$ cat src/rtl/pwm_pkg.sv
// Constants and state type shared by the PWM generator and capture blocks.
package pwm_pkg;

  localparam int SLOT_CYCLES = 100;
  localparam int SLOTS       = 20;

  typedef enum logic [1:0] {
    IDLE  = 2'd0,
    ARMED = 2'd1,
    HIGH  = 2'd2,
    LOW   = 2'd3
  } state_e;

endpackage

$ cat src/rtl/pwm_sync_edge.sv
// Two-flop synchroniser plus previous-level flop with rise/fall detection.
// primed goes high once the synchroniser holds a real sample after reset.
module pwm_sync_edge (
  input  logic clk,
  input  logic rst,
  input  logic din,
  output logic level,
  output logic rise,
  output logic fall,
  output logic primed
);

  logic       sync1_q, sync1_d;
  logic       sync2_q, sync2_d;
  logic       prev_q, prev_d;
  logic [1:0] warm_q, warm_d;

  always_comb begin
    sync1_d = din;
    sync2_d = sync1_q;
    prev_d  = sync2_q;
    warm_d  = warm_q;
    if (warm_q != 2'd2) begin
      warm_d = warm_q + 2'd1;
    end
  end

  always_ff @(posedge clk) begin
    if (rst) begin
      sync1_q <= 1'b0;
      sync2_q <= 1'b0;
      prev_q  <= 1'b0;
      warm_q  <= 2'd0;
    end else begin
      sync1_q <= sync1_d;
      sync2_q <= sync2_d;
      prev_q  <= prev_d;
      warm_q  <= warm_d;
    end
  end

  assign level  = sync2_q;
  assign rise   = sync2_q & ~prev_q;
  assign fall   = ~sync2_q & prev_q;
  assign primed = (warm_q == 2'd2);

endmodule

$ cat src/rtl/pwm_capture.sv
// Measures period and high time of an incoming PWM signal, quantises the high
// time to the generator's slot code and flags stuck-high / stuck-low inputs.
module pwm_capture #(
  parameter int SLOT_CYCLES = pwm_pkg::SLOT_CYCLES,
  parameter int SLOTS       = pwm_pkg::SLOTS,
  parameter int CNT_W       = 16,
  parameter int TIMEOUT     = 4000
) (
  input  logic             clk_1MHz,
  input  logic             rst,
  input  logic             pwm_in,
  output logic [CNT_W-1:0] period_cycles,
  output logic [CNT_W-1:0] high_cycles,
  output logic [4:0]       pulse_width,
  output logic             meas_valid,
  output logic             stuck_high,
  output logic             stuck_low
);

  import pwm_pkg::*;

  localparam int               SUB_W   = $clog2(SLOT_CYCLES);
  localparam logic [CNT_W-1:0] CNT_MAX = '1;

  logic level, rise, fall, primed;

  pwm_sync_edge u_sync (
    .clk    (clk_1MHz),
    .rst    (rst),
    .din    (pwm_in),
    .level  (level),
    .rise   (rise),
    .fall   (fall),
    .primed (primed)
  );

  state_e           state_q, state_d;
  logic [CNT_W-1:0] period_cnt_q, period_cnt_d;
  logic [CNT_W-1:0] hi_cnt_q, hi_cnt_d;
  logic [CNT_W-1:0] high_snap_q, high_snap_d;
  logic [SUB_W-1:0] sub_q, sub_d;
  logic [4:0]       slot_q, slot_d;
  logic [4:0]       pw_snap_q, pw_snap_d;
  logic [CNT_W-1:0] period_cycles_q, period_cycles_d;
  logic [CNT_W-1:0] high_cycles_q, high_cycles_d;
  logic [4:0]       pulse_width_q, pulse_width_d;
  logic             meas_valid_q, meas_valid_d;
  logic             stuck_high_q, stuck_high_d;
  logic             stuck_low_q, stuck_low_d;

  logic       timeout;
  logic [5:0] rounded;
  logic [4:0] pw_round;

  function automatic logic [CNT_W-1:0] sat_inc(input logic [CNT_W-1:0] v);
    return (v == CNT_MAX) ? v : v + CNT_W'(1);
  endfunction

  always_comb begin
    rounded  = {1'b0, slot_q} + ((sub_q >= SUB_W'(SLOT_CYCLES / 2)) ? 6'd1 : 6'd0);
    pw_round = (rounded > 6'(SLOTS)) ? 5'(SLOTS) : rounded[4:0];
    timeout  = ((state_q == HIGH) || (state_q == LOW)) && (period_cnt_q >= CNT_W'(TIMEOUT));
  end

  always_comb begin
    state_d         = state_q;
    period_cnt_d    = sat_inc(period_cnt_q);
    hi_cnt_d        = hi_cnt_q;
    high_snap_d     = high_snap_q;
    sub_d           = sub_q;
    slot_d          = slot_q;
    pw_snap_d       = pw_snap_q;
    period_cycles_d = period_cycles_q;
    high_cycles_d   = high_cycles_q;
    pulse_width_d   = pulse_width_q;
    meas_valid_d    = 1'b0;
    stuck_high_d    = stuck_high_q;
    stuck_low_d     = stuck_low_q;

    // Every rise restarts the measurement window and releases any stuck flag.
    if (rise) begin
      period_cnt_d = CNT_W'(1);
      hi_cnt_d     = CNT_W'(1);
      sub_d        = SUB_W'(1);
      slot_d       = 5'd0;
      stuck_high_d = 1'b0;
      stuck_low_d  = 1'b0;
    end

    case (state_q)
      IDLE: begin
        if (primed && (fall || !level)) state_d = ARMED;
      end
      ARMED: begin
        if (rise) state_d = HIGH;
      end
      HIGH: begin
        if (fall) begin
          state_d     = LOW;
          high_snap_d = hi_cnt_q;
          pw_snap_d   = pw_round;
        end else if (!rise && !timeout) begin
          hi_cnt_d = sat_inc(hi_cnt_q);
          if (sub_q == SUB_W'(SLOT_CYCLES - 1)) begin
            sub_d = '0;
            if (slot_q != 5'(SLOTS)) slot_d = slot_q + 5'd1;
          end else begin
            sub_d = sub_q + SUB_W'(1);
          end
        end
      end
      LOW: begin
        if (rise) begin
          state_d         = HIGH;
          period_cycles_d = period_cnt_q;
          high_cycles_d   = high_snap_q;
          pulse_width_d   = pw_snap_q;
          meas_valid_d    = 1'b1;
        end
      end
      default: state_d = IDLE;
    endcase

    if (timeout && !rise && !fall) begin
      if (level) begin
        stuck_high_d  = 1'b1;
        pulse_width_d = 5'(SLOTS);
        state_d       = IDLE;
      end else begin
        stuck_low_d   = 1'b1;
        pulse_width_d = 5'd0;
        state_d       = ARMED;
      end
    end
  end

  always_ff @(posedge clk_1MHz) begin
    if (rst) begin
      state_q         <= IDLE;
      period_cnt_q    <= '0;
      hi_cnt_q        <= '0;
      high_snap_q     <= '0;
      sub_q           <= '0;
      slot_q          <= '0;
      pw_snap_q       <= '0;
      period_cycles_q <= '0;
      high_cycles_q   <= '0;
      pulse_width_q   <= '0;
      meas_valid_q    <= 1'b0;
      stuck_high_q    <= 1'b0;
      stuck_low_q     <= 1'b0;
    end else begin
      state_q         <= state_d;
      period_cnt_q    <= period_cnt_d;
      hi_cnt_q        <= hi_cnt_d;
      high_snap_q     <= high_snap_d;
      sub_q           <= sub_d;
      slot_q          <= slot_d;
      pw_snap_q       <= pw_snap_d;
      period_cycles_q <= period_cycles_d;
      high_cycles_q   <= high_cycles_d;
      pulse_width_q   <= pulse_width_d;
      meas_valid_q    <= meas_valid_d;
      stuck_high_q    <= stuck_high_d;
      stuck_low_q     <= stuck_low_d;
    end
  end

  assign period_cycles = period_cycles_q;
  assign high_cycles   = high_cycles_q;
  assign pulse_width   = pulse_width_q;
  assign meas_valid    = meas_valid_q;
  assign stuck_high    = stuck_high_q;
  assign stuck_low     = stuck_low_q;

endmodule

$ cat config.mk
export PLATFORM = sky130hd
export DESIGN_NAME = pwm_capture
export DESIGN_NICKNAME = d
export VERILOG_FILES = /design/src/rtl/pwm_pkg.sv /design/src/rtl/pwm_sync_edge.sv /design/src/rtl/pwm_capture.sv
export SDC_FILE = /design/constraint.sdc
export NUM_CORES = 1
export LEC_CHECK = 0
export BUFFER_PORTS_ARGS = -buffer_cell sky130_fd_sc_hd__buf_2
export CAP_MARGIN = 20
export CORE_AREA = 8 8 105 97
export CTS_CLUSTER_SIZE = 30
export DETAILED_ROUTE_END_ITERATION = 16
export DIE_AREA = 0 0 113 105
export GPL_TIMING_DRIVEN = 0
export PLACE_DENSITY = 0.77
export SLEW_MARGIN = 20
export SYNTH_ARGS = -nofsm -noshare
export SYNTH_HDL_FRONTEND = slang
export SYNTH_SLANG_ARGS = --single-unit
$ cat constraint.sdc
create_clock -name clk_1MHz -period 2.3 [get_ports clk_1MHz]
set_input_delay 0.46 -clock clk_1MHz [delete_from_list [all_inputs] [get_ports clk_1MHz]]
set_output_delay 0.46 -clock clk_1MHz [all_outputs]
set_load 0.005 [all_outputs]
**Yosys cells after proc, flatten, opt, wreduce, memory -nomap -nowiden**

Index checks and enable logic that the tools add are counted.

- Add/sub/neg operators: 6
- Magnitude comparators: 3
- Eq/ne operators: 14
- Multiplexer cells: 37
- Bitwise operators: 5
- Reductions and logical operators: 21

Operators by type and width:

| operator | number |
|---|---|
| $mux 16 | 5 |
| $mux 5 | 11 |
| $mux 7 | 5 |
| $add 16x1->16 const B | 2 |
| $eq 16x16->1 const B | 2 |
| $ge 16x12->1 const B | 1 |
| $mux 1 | 11 |
| $mux 2 | 4 |
| $add 7x1->7 const B | 1 |
| $eq 7x7->1 const B | 1 |
| $ge 7x6->1 const B | 1 |
| $add 5x1->6 | 1 |
| $eq 2x2->1 const B | 3 |
| $gt 6x5->1 const B | 1 |
| $pmux 2 s3 | 1 |
| $reduce_and 2->1 | 3 |
| $reduce_or 2->1 | 3 |
| $add 5x1->5 const B | 1 |
| $logic_and 1x1->1 | 5 |
| $ne 5x5->1 const B | 1 |
| $logic_not 1->1 | 4 |
| $ne 2x2->1 const B | 2 |
| $ne 4x4->1 const B | 1 |
| $reduce_bool 2->1 | 2 |
| other kinds (10) | 14 |

- Bits in registers: 112
- Input bits: 3
- Output and inout bits: 40
- Logic and storage cells: 104

**Logic depth before layout (Yosys ltp)**

Gate-level depths: netlist of the first run.

- Depth after elaboration: 8
- Depth in mapped cells: 11
- Mapped depth without buffers: 11

**Modules after synthesis**

A second synthesis of the first run with hierarchy kept.

- Cell total of the unflattened synthesis: 599
- Area, all modules: 4911.0 sq um

By module, submodules not included:

| module | times used | cells each | area each (sq um) | sequential area each (sq um) |
|---|---|---|---|---|
| pwm_capture | 1 | 581 | 4719.5 | 2142.1 |
| pwm_sync_edge | 1 | 18 | 191.4 | 100.1 |

**Worst setup path after synthesis of the first run**

OpenSTA, ideal clock, no wires.

- Path kind: reg-to-reg
- From: register sub_q[0]
- To: register pw_snap_q[3]
- Setup time: 0.091 ns
- Data arrival time: 1.722 ns
- Path slack: 0.487 ns
- Stages on the path, launching flop included: 10
- Cells stage by stage: dfxtp_1 -> inv_1 -> ha_1 -> nor4_1 -> o21bai_1 -> ha_1 -> ha_1 -> o21ai_0 -> nand3_1 -> a311oi_1

- Longest elaborated chain between the ends: 5

Ends and longest elaborated chain:

| what | RTL line | source |
|---|---|---|
| start, declared | pwm_capture.sv:41 | `logic [SUB_W-1:0] sub_q, sub_d;` |
| start signal, assigned | pwm_capture.sv:157 | `sub_q <= sub_d;` |
| $ge 7x6->1 (*) | pwm_capture.sv:60 | `rounded = {1'b0, slot_q} + ((sub_q >= SUB_W'(SLOT_CYCLES / 2)) ? 6'd1 : 6'd0);` |
| $mux 1 (*) | pwm_capture.sv:60 |  |
| $add 5x1->6 (*) | pwm_capture.sv:60 |  |
| $gt 6x5->1 | pwm_capture.sv:61 | `pw_round = (rounded > 6'(SLOTS)) ? 5'(SLOTS) : rounded[4:0];` |
| $mux 5 (*) | pwm_capture.sv:61 |  |
| end signal, assigned | pwm_capture.sv:159 | `pw_snap_q <= pw_snap_d;` |
| end, declared | pwm_capture.sv:43 | `logic [4:0] pw_snap_q, pw_snap_d;` |

Mark *: on every way between the ends. The rest lies on a longest branch, timed or not.
A chain may end at the register's enable or synchronous reset.

**Final worst setup path of the first run**

- From: register sub_q[0]
- To: register pw_snap_q[1]

The elaborated chain is that of the path after synthesis.

==> impl_metrics.yaml, run 1 <==
logic_synthesis:
  yosys-top-cells-area: "dfxtp_1, nand2_1, a21oi_1"
  syn_nets: 596
  synthArstFlopShare_pct: 0
  synthDistinctLibCells: 56
  synthesis.area_um2: 4800
  yosys_warnings: 0
  synth_top_area_share_pct: 46.7
  ys_seq_elements: 112
  syn_inst: 583
  synth_edf_count: 0
  synth_seq_area_share_pct: 46.7
  synth_top_cell_by_area: "dfxtp_1"
  ys.flop_type: "dfxtp_1"
  syn_area_per_cell_um2: 8.23
grt:
  antenna_found_initial: 0
  grt_max_degree: 20
  grt_pass1_wl_um: 18800
  grt_pass1_vias: 3901
  overflow: 0
  grt_usage_pct: 19.1
layout:
  seq_area_um2: 2240
  fillers: 740
  final_cell_mix: "nand2_1, dfxtp_1, a21oi_1, nor2_1, buf_2"
  drive_gt1_share_pct: 12.3
  final_common_cell: "nand2_1"
  syn_to_final_growth_pct: 11.8
  diodes: 0
  final_cells: 742
  multi_input_area_um2: 2360
  fin_nets: 648
flow_run:
  maxCapViolCount: 0
detailed_routing:
  routedWlPerCell_um: 15.3
  vias: 4255
  final_antenna_net_count: 0
  wl_um: 11300
  drt_pre_antenna_iters: 5
  drcViolationCount: 0
  drt_iter0_markers: 333
  viasPerCell: 5.73
clock_tree:
  clkTransAtPathRegs_ns: 0.10
  cts_max_level: 3
  cts-hold-fix-buffers: 0
  cts_max_path_buffers: 2
  insertion_delay_ns: 0.37
  cts_setup_buffers: 0
  cts_tree: "built"
  ctsResizeCount: 0
  cts-root-buf: "clkbuf_8"
  cts.sinks: 112
  tritoncts.num_buffers: 9
timing:
  min_period_over_period_pct: 90.2
  maxSlewViolCount: 0
  max_freq_mhz: 482
  hold_viol: 0
  setup_viol: 0
  worst_slew_pin_slew_ns: 0.981
  fin_hold_ws_ns: 0.297
  setup_tns_ns: 0
  period_minus_slack_ns: 2.07
  fin_skew_ns: 0.0112
  rsz0062_at_grt: "no"
  slew_headroom_pct: 34.4
floorplan:
  core_area_um2: 8410
  row_count: 32
  ios: 43
  die_w_um: 113
  die_h_um: 105
  start_util_pct: 57.1
  die-area_um2: 11900
placed_design:
  dpl.cell_count: 726
  port_buffers: 41
  hpwl_um: 8390
  gp_congestion: 0.858
worst_setup_path:
  startpoint_type: "flop"
  critPathMaxFanout: 6
  arrival_ns: 2.38
  cp.required_ns: 2.60
  worstSetupEndpointType: "flop"
  path_class: "reg2reg"
power:
  p_leak_uw: 0.00199
  peakVddDrop_mv: 0.326
  p_per_area_nw_per_um2: 649
hold_path:
  hold_path.class: "in2reg"
status:
  status: "complete, no violations"
## cell type report
cell class	count	area share [%]
Buffer	34	2.94
Clock buffer	9	2.31
Clock inverter	7	1.89
Inverter	13	0.910
Multi-Input combinational cell	424	43.9
Sequential cell	112	41.8
Tap cell	102	2.38
Timing Repair Buffer	41	3.82
## worst max-delay path, cell delays in order (launching register included)
cell	delay [ns]
dfxtp_2	0.36
inv_1	0.06
ha_1	0.19
nor4_1	0.18
o21bai_1	0.12
ha_1	0.23
ha_1	0.25
and3_1	0.17
o21ai_1	0.18
nand4_1	0.12
a21oi_1	0.15
## final timing paths
check | startpoint | endpoint | slack, ns | cells after the start
worst max-delay path | sub_q[0] | pw_snap_q[1] | 0.23 | 10
worst min-delay path | pwm_in | u_sync.sync1_q | 0.30 | 2
worst max register to register | sub_q[0] | pw_snap_q[1] | 0.23 | 10
worst min register to register | pulse_width[0] | pulse_width[0] | 0.46 | 2
## cell usage after synthesis (all sizes together) (3+ instances only)
cell type  number
a31o            3
buf            11
a41o            3
nor2b           9
nor4           12
and4            3
and3           13
inv            13
a311oi          3
o31ai           3
ha             10
clkbuf         23
dfxtp         112
xor2            5
nand4          10
nand2b          3
xnor2          13
a31oi           7
nand3          17
mux2i           5
nor3            9
o21ai          12
nand2         127
a211oi          7
a21oi          72
nor2           49
## cells by family (layout without fill, tap and decap cells)
kind of cell | after synthesis | count (layout) | synth area share (%)
AND/OR/NAND/NOR | 265 | 265 | 26.3
flip-flops | 112 | 112 | 46.7
XOR/XNOR | 18 | 18 | 3.29
multiplexers | 5 | 5 | 1.04
adder cells (fa/ha/maj) | 10 | 10 | 2.61
AO/OA/AOI/OAI | 126 | 126 | 15.8
buffers and inverters | 47 | 104 | 4.28
## state kept, by name (all words and copies together) (netlist names), 2 cells and up
register,cells
hi_cnt_q,16
high_cycles,16
high_snap_q,16
period_cnt_q,16
period_cycles,16
sub_q,7
pulse_width,5
pw_snap_q,5
slot_q,5
state_q,2
u_sync.warm_q,2
## per-layer routing
metal  vias up  wire length (um)  GRT usage (%)
li1       2126                 -              -
met1      1968              5200           24.8
met2       140              5160           30.9
met3        21               758           3.97
met4         0               211           6.37
met5         -                 0              0
## through the flow
stage | worst slack, ns | power, uW | area (um^2) | utilization (%)
finish | 0.225 | 3480 | 5370 | 63.8
global route | 0.0449 | 3610 | 5370 | 63.8
CTS | 0.0717 | 3500 | 5360 | 63.7
detailed placement | 0.0475 | 2220 | 5130 | 61.0
global placement | 0.0932 | 2210 | 5130 | 61.0
floorplan | 0.487 | 2170 | 4800 | -
## report_power, final
| group | internal, uW | leakage (uW) | switching (uW) |
|---|---|---|---|
| Sequential | 1970 | 0.000904 | 29.9 |
| Clock | 627 | 0.000112 | 680 |
| Combinational | 59.1 | 0.000974 | 113 |
| Total | 2660 | 0.00199 | 823 |
Note: power is estimated with default switching activity, not from simulation.
==> run 2, diff against run 1 <==
--- a/config.mk
+++ b/config.mk
@@ -7,12 +7,12 @@
 export LEC_CHECK = 0
 export BUFFER_PORTS_ARGS = -buffer_cell sky130_fd_sc_hd__buf_2
 export CAP_MARGIN = 20
-export CORE_AREA = 8 8 105 97
+export CORE_AREA = 8 8 100 102
 export CTS_CLUSTER_SIZE = 30
 export DETAILED_ROUTE_END_ITERATION = 16
-export DIE_AREA = 0 0 113 105
+export DIE_AREA = 0 0 108 110
 export GPL_TIMING_DRIVEN = 0
-export PLACE_DENSITY = 0.77
+export PLACE_DENSITY = 0.82
 export SLEW_MARGIN = 20
 export SYNTH_ARGS = -nofsm -noshare
 export SYNTH_HDL_FRONTEND = slang
==> impl_metrics.yaml, run 2 (same netlist as run 1, synthesis figures left out) <==
status:
  status: "complete, no violations"
hold_path:
  hold_path.class: "in2reg"
  hold_depth: 2
  hold_end: "u_sync.sync1_q"
  hp-start: "pwm_in"
timing:
  min_period_over_period_pct: 94.8
  fin_skew_ns: 0.0140
  maxSlewViolCount: 0
  setup_viol: 0
  fin_hold_ws_ns: 0.336
  hold_viol: 0
  worst_slew_pin_slew_ns: 0.877
  slew_headroom_pct: 41.3
  period_minus_slack_ns: 2.18
  setup_tns_ns: 0
  max_freq_mhz: 458
clock_tree:
  cts_max_level: 3
  cts-hold-fix-buffers: 0
  tritoncts.num_buffers: 9
  cts-root-buf: "clkbuf_8"
  cts_max_path_buffers: 2
  cts_tree: "built"
  cts.sinks: 112
  clkTransAtPathRegs_ns: 0.11
  insertion_delay_ns: 0.38
layout:
  fillers: 765
  final_cell_mix: "nand2_1, dfxtp_1, a21oi_1, nor2_1, buf_2"
  diodes: 0
  final_core_util_pct: 63.1
  final_common_cell: "nand2_1"
  fin_nets: 648
  design_area_um2: 5340
  drive_gt1_share_pct: 12.5
  syn_to_final_growth_pct: 11.3
grt:
  antenna_found_initial: 0
  grt_pass1_vias: 3934
  overflow: 0
  grt_max_degree: 20
  grt_usage_pct: 18.8
  grt_pass1_wl_um: 18100
worst_setup_path:
  rr_startpoint: "sub_q[0]"
  critPathMaxFanout: 6
  worstSetupEndpointType: "flop"
  arrival_ns: 2.49
  rrSetupSlack_ns: 0.12
  path_class: "reg2reg"
  rr_worst_depth: 11
  cp.required_ns: 2.61
  regToRegEndpoint: "pw_snap_q[1]"
  startpoint_type: "flop"
placed_design:
  port_buffers: 41
  gp_congestion: 0.937
  placed_area_um2: 5140
  hpwl_um: 8150
detailed_routing:
  drcViolationCount: 0
  drt_pre_antenna_iters: 5
  viasPerCell: 5.72
  wl_um: 11400
  drt_iter0_markers: 242
  final_antenna_net_count: 0
  vias: 4282
  routedWlPerCell_um: 15.2
floorplan:
  core_area_um2: 8470
  die_w_um: 108
  start_util_pct: 56.7
  die-area_um2: 11900
  die_h_um: 110
  ios: 43
  row_count: 34
power:
  p_per_area_nw_per_um2: 616
  p_leak_uw: 0.00197
  peakVddDrop_mv: 0.280
  power_uw: 3290
flow_run:
  maxCapViolCount: 0
-- run 2: cell type report --
type	count	area [um^2]	share of cell area, %
multi-input cells	424	2360	44.2
flip-flops and latches	112	2240	42.0
repair buffers	41	205	3.84
plain buffers	34	158	2.95
clock buffers	10	138	2.58
well taps	108	135	2.53
clock inverters	6	50.0	0.937
inverters	13	48.8	0.914
-- run 2: stage by stage --
stage                     instances  setup slack, ns
final                           748            0.119
after global routing            748          -0.0213
after CTS                       748           0.0854
after detailed placement        732         -0.00917
after global placement          732           0.0643
after floorplan                 583            0.487
-- run 2: critical path, cell delays in order, from the launching register on --
cell and delay (ns):
dfxtp_2 0.37, inv_1 0.06, ha_1 0.19, nor4_1 0.21, o21bai_1 0.14, ha_1 0.23, ha_1 0.25, nor2_1 0.15
nor2_1 0.05, o21ai_0 0.11, nand4_1 0.19, a21oi_2 0.17
-- run 2: how the worst max path moves through the flow --
| stage | end | slack, ns | start | cells after the start |
|---|---|---|---|---|
| floorplan | pw_snap_q[3] | 0.49 | sub_q[0] | 9 |
| global placement | slot_q[3] | 0.06 | rst | 5 |
| detailed placement | stuck_low | -0.009 | rst | 5 |
| CTS | stuck_low | 0.09 | u_sync.level | 6 |
| global route | pw_snap_q[1] | -0.02 | sub_q[0] | 11 |
| finish | pw_snap_q[1] | 0.12 | sub_q[0] | 11 |
-- run 2: per-layer routing --
metal	global-route usage (%)	share of wire (%)	vias to the layer above
met4	8.33	1.9	0
met1	22.1	43	2010
met3	3.08	5.3	20
li1	-	-	2120
met5	0	0	-
met2	33.1	50	132
-- run 2: power by group --
group | switching [uW] | internal [uW]
Combinational | 114 | 59.3
Clock | 676 | 439
Sequential | 31.9 | 1970
Total | 822 | 2470
-- run 2: timing repair --
action                                  CTS  global route
endpoints found under the setup margin    0            25
setup buffers                             0             0
resized for setup                         0             5
endpoints found under the hold margin     0             0
==> run 3, diff against run 2 <==
--- a/config.mk
+++ b/config.mk
@@ -5,14 +5,15 @@
 export SDC_FILE = /design/constraint.sdc
 export NUM_CORES = 1
 export LEC_CHECK = 0
+export ABC_AREA = 1
 export BUFFER_PORTS_ARGS = -buffer_cell sky130_fd_sc_hd__buf_2
 export CAP_MARGIN = 20
-export CORE_AREA = 8 8 100 102
+export CORE_AREA = 8 8 103 105
 export CTS_CLUSTER_SIZE = 30
 export DETAILED_ROUTE_END_ITERATION = 16
-export DIE_AREA = 0 0 108 110
+export DIE_AREA = 0 0 111 113
 export GPL_TIMING_DRIVEN = 0
-export PLACE_DENSITY = 0.82
+export PLACE_DENSITY = 0.83
 export SLEW_MARGIN = 20
 export SYNTH_ARGS = -nofsm -noshare
 export SYNTH_HDL_FRONTEND = slang
==> impl_metrics.yaml, run 3 <==
floorplan:
  core_area_um2: 8980
  ios: 43
  row_count: 35
  die_w_um: 111
  die_h_um: 113
  die-area_um2: 12500
  start_util_pct: 57.6
worst_setup_path:
  cpMaxStageDelayCell: "dfxtp_1"
  slowest_delay_ns: 0.44
  cp.required_ns: 2.57
  critPathLaunch: "sub_q[1]"
  path_cells: "ha_1, nor3_2, o21bai_1, ha_1, ha_1, nand3_1, xor2_2, nand2_1, nand2_1, inv_1, nand3_1, o211ai_1, inv_1"
  critPathMaxFanout: 5
  rr_startpoint: "sub_q[1]"
  startpoint_type: "flop"
  path_delay_family: "adder cells"
  path_buf_inv: 2
  path_class: "reg2reg"
  cpMostUsedCell: "ha_1"
  rrSetupSlack_ns: 0.18
  arrival_ns: 2.39
  worstSetupEndpointType: "flop"
detailed_routing:
  drt_iter0_markers: 323
  dr_wl_met3_um: 745
  highest_layer: "met4"
  wl_met2_um: 6460
  drt_pre_antenna_iters: 7
  routedWlPerCell_um: 14.3
  final_antenna_net_count: 0
  viasPerCell: 5.49
  drcViolationCount: 0
  wl_met1_um: 5410
  wl_um: 12800
  vias: 4891
grt:
  grt_max_degree: 23
  grt_usage_pct: 20.0
  overflow: 0
  grt_pass1_vias: 4535
  grt_pass1_wl_um: 21100
  antenna_found_initial: 0
status:
  status: "complete, no violations"
timing:
  max_freq_mhz: 471
  worst_slew_pin_slew_ns: 0.645
  fin_skew_ns: 0.0155
  setup_tns_ns: 0
  period_minus_slack_ns: 2.12
  maxSlewViolCount: 0
  slew_headroom_pct: 57.0
  setup_viol: 0
  min_period_over_period_pct: 92.2
  hold_viol: 0
placed_design:
  dpl.cell_count: 874
  placed_area_um2: 5520
  gp_congestion: 0.898
  hpwl_um: 9370
  port_buffers: 42
layout:
  final_core_util_pct: 64.1
  fin_nets: 788
  drive_gt1_share_pct: 14.5
  final_common_cell: "nand2_1"
  fillers: 780
  syn_to_final_growth_pct: 11.3
  design_area_um2: 5750
  final_cells: 891
  diodes: 0
  final_cell_mix: "nand2_1, nor2_1, dfxtp_1, o21ai_0, inv_1"
power:
  p_per_area_nw_per_um2: 584
  p_comb_share_pct: 5.5
  switching_power_uw: 895
  clockPowerShare_pct: 35.2
  p_leak_uw: 0.00273
  power_uw: 3360
  pwr-share-seq_pct: 59.3
  p_int_uw: 2460
  swShare_pct: 26.6
  peakVddDrop_mv: 0.365
logic_synthesis:
  syn_inst: 721
  synthDistinctLibCells: 37
  synth_edf_count: 0
  synthArstFlopShare_pct: 0
  ys_seq_elements: 112
  synth_top_area_share_pct: 43.4
  synth.most_common_cell: "nand2_1"
  yosys-top-cells-count: "nand2_1, nor2_1, dfxtp_1, o21ai_0, inv_1"
  synth_seq_area_share_pct: 43.4
  syn_area_per_cell_um2: 7.17
  ys.flop_type: "dfxtp_1"
  synthesis.area_um2: 5170
  yosys-top-cells-area: "dfxtp_1, nand2_1, nor2_1"
  yosys_warnings: 0
  synth_top_cell_by_area: "dfxtp_1"
  syn_nets: 734
clock_tree:
  cts.sinks: 112
  cts_max_path_buffers: 2
  cts-root-buf: "clkbuf_8"
  tritoncts.num_buffers: 9
  cts_max_level: 3
  clkTransAtPathRegs_ns: 0.11
  cts_tree: "built"
  insertion_delay_ns: 0.37
  cts-hold-fix-buffers: 0
hold_path:
  hold_path.class: "in2reg"
  hp-start: "pwm_in"
flow_run:
  maxCapViolCount: 0
==> run 3: logic make-up (layout without fill, tap and decap cells) <==
| kind of cell | after synthesis | in the layout | synth area share, % |
|---|---|---|---|
| adders and majority gates | 10 | 10 | 2.42 |
| AOI/OAI and AO/OA | 137 | 137 | 13.8 |
| and+or+nand+nor | 342 | 342 | 29.5 |
| buffers and inverters | 104 | 163 | 8.25 |
| xor gates and xnor gates | 16 | 16 | 2.71 |
| DFF | 112 | 112 | 43.4 |
==> run 3: worst paths after layout <==
kind               endpoint  cells past startpoint
min reg2reg    u_sync.level                      2
min          u_sync.sync1_q                      3
max            pw_snap_q[2]                     13
max reg2reg    pw_snap_q[2]                     13
==> run 3: repair_timing <==
action / CTS / global route
setup endpoints to repair: 0 / 5
buffers inserted: 0 / 1
resized for setup: 0 / 5
==> run 3: through the flow <==
stage	hold WS [ns]	setup slack, ns
global route	0.294	-0.0299
finish	0.293	0.179
CTS	0.288	0.0655
detailed placement	0.409	0.0751
floorplan	0.388	0.335
global placement	0.391	0.142
==> run 3: layout make-up <==
| type | instances | area, um^2 | area share [%] |
|---|---|---|---|
| multi-input combinational | 505 | 2520 | 43.8 |
| tap | 111 | 139 | 2.41 |
| sequential | 112 | 2240 | 39.0 |
| buffer | 26 | 134 | 2.33 |
| clock buffer | 9 | 124 | 2.15 |
| inverter | 78 | 293 | 5.09 |
| clock inverter | 7 | 80.1 | 1.39 |
| timing repair buffer | 43 | 218 | 3.78 |
==> run 3: power groups by stage <==
stage                     Combinational, uW  Clock [uW]  Sequential (uW)
final                                   185        1180             1990
after global routing                    209        1270             2000
after CTS                               180        1200             1990
after detailed placement                179           0             2040
after global placement                  171           0             2030
after floorplan                         132           0             2030
==> run 3: metal layers <==
metal / GRT usage [%] / vias up
met2: 36.1 / 157
li1: - / 2423
met4: 5.86 / 0
met5: 0 / -
met3: 3.76 / 19
met1: 23.4 / 2292
==> run 3: worst reg2reg max path, cell delays in order, from the launching register on <==
cell	delay, ns
dfxtp_1	0.44
ha_1	0.21
nor3_2	0.05
o21bai_1	0.14
ha_1	0.21
ha_1	0.23
nand3_1	0.14
xor2_2	0.17
nand2_1	0.07
nand2_1	0.06
inv_1	0.10
nand3_1	0.08
o211ai_1	0.09
inv_1	0.05
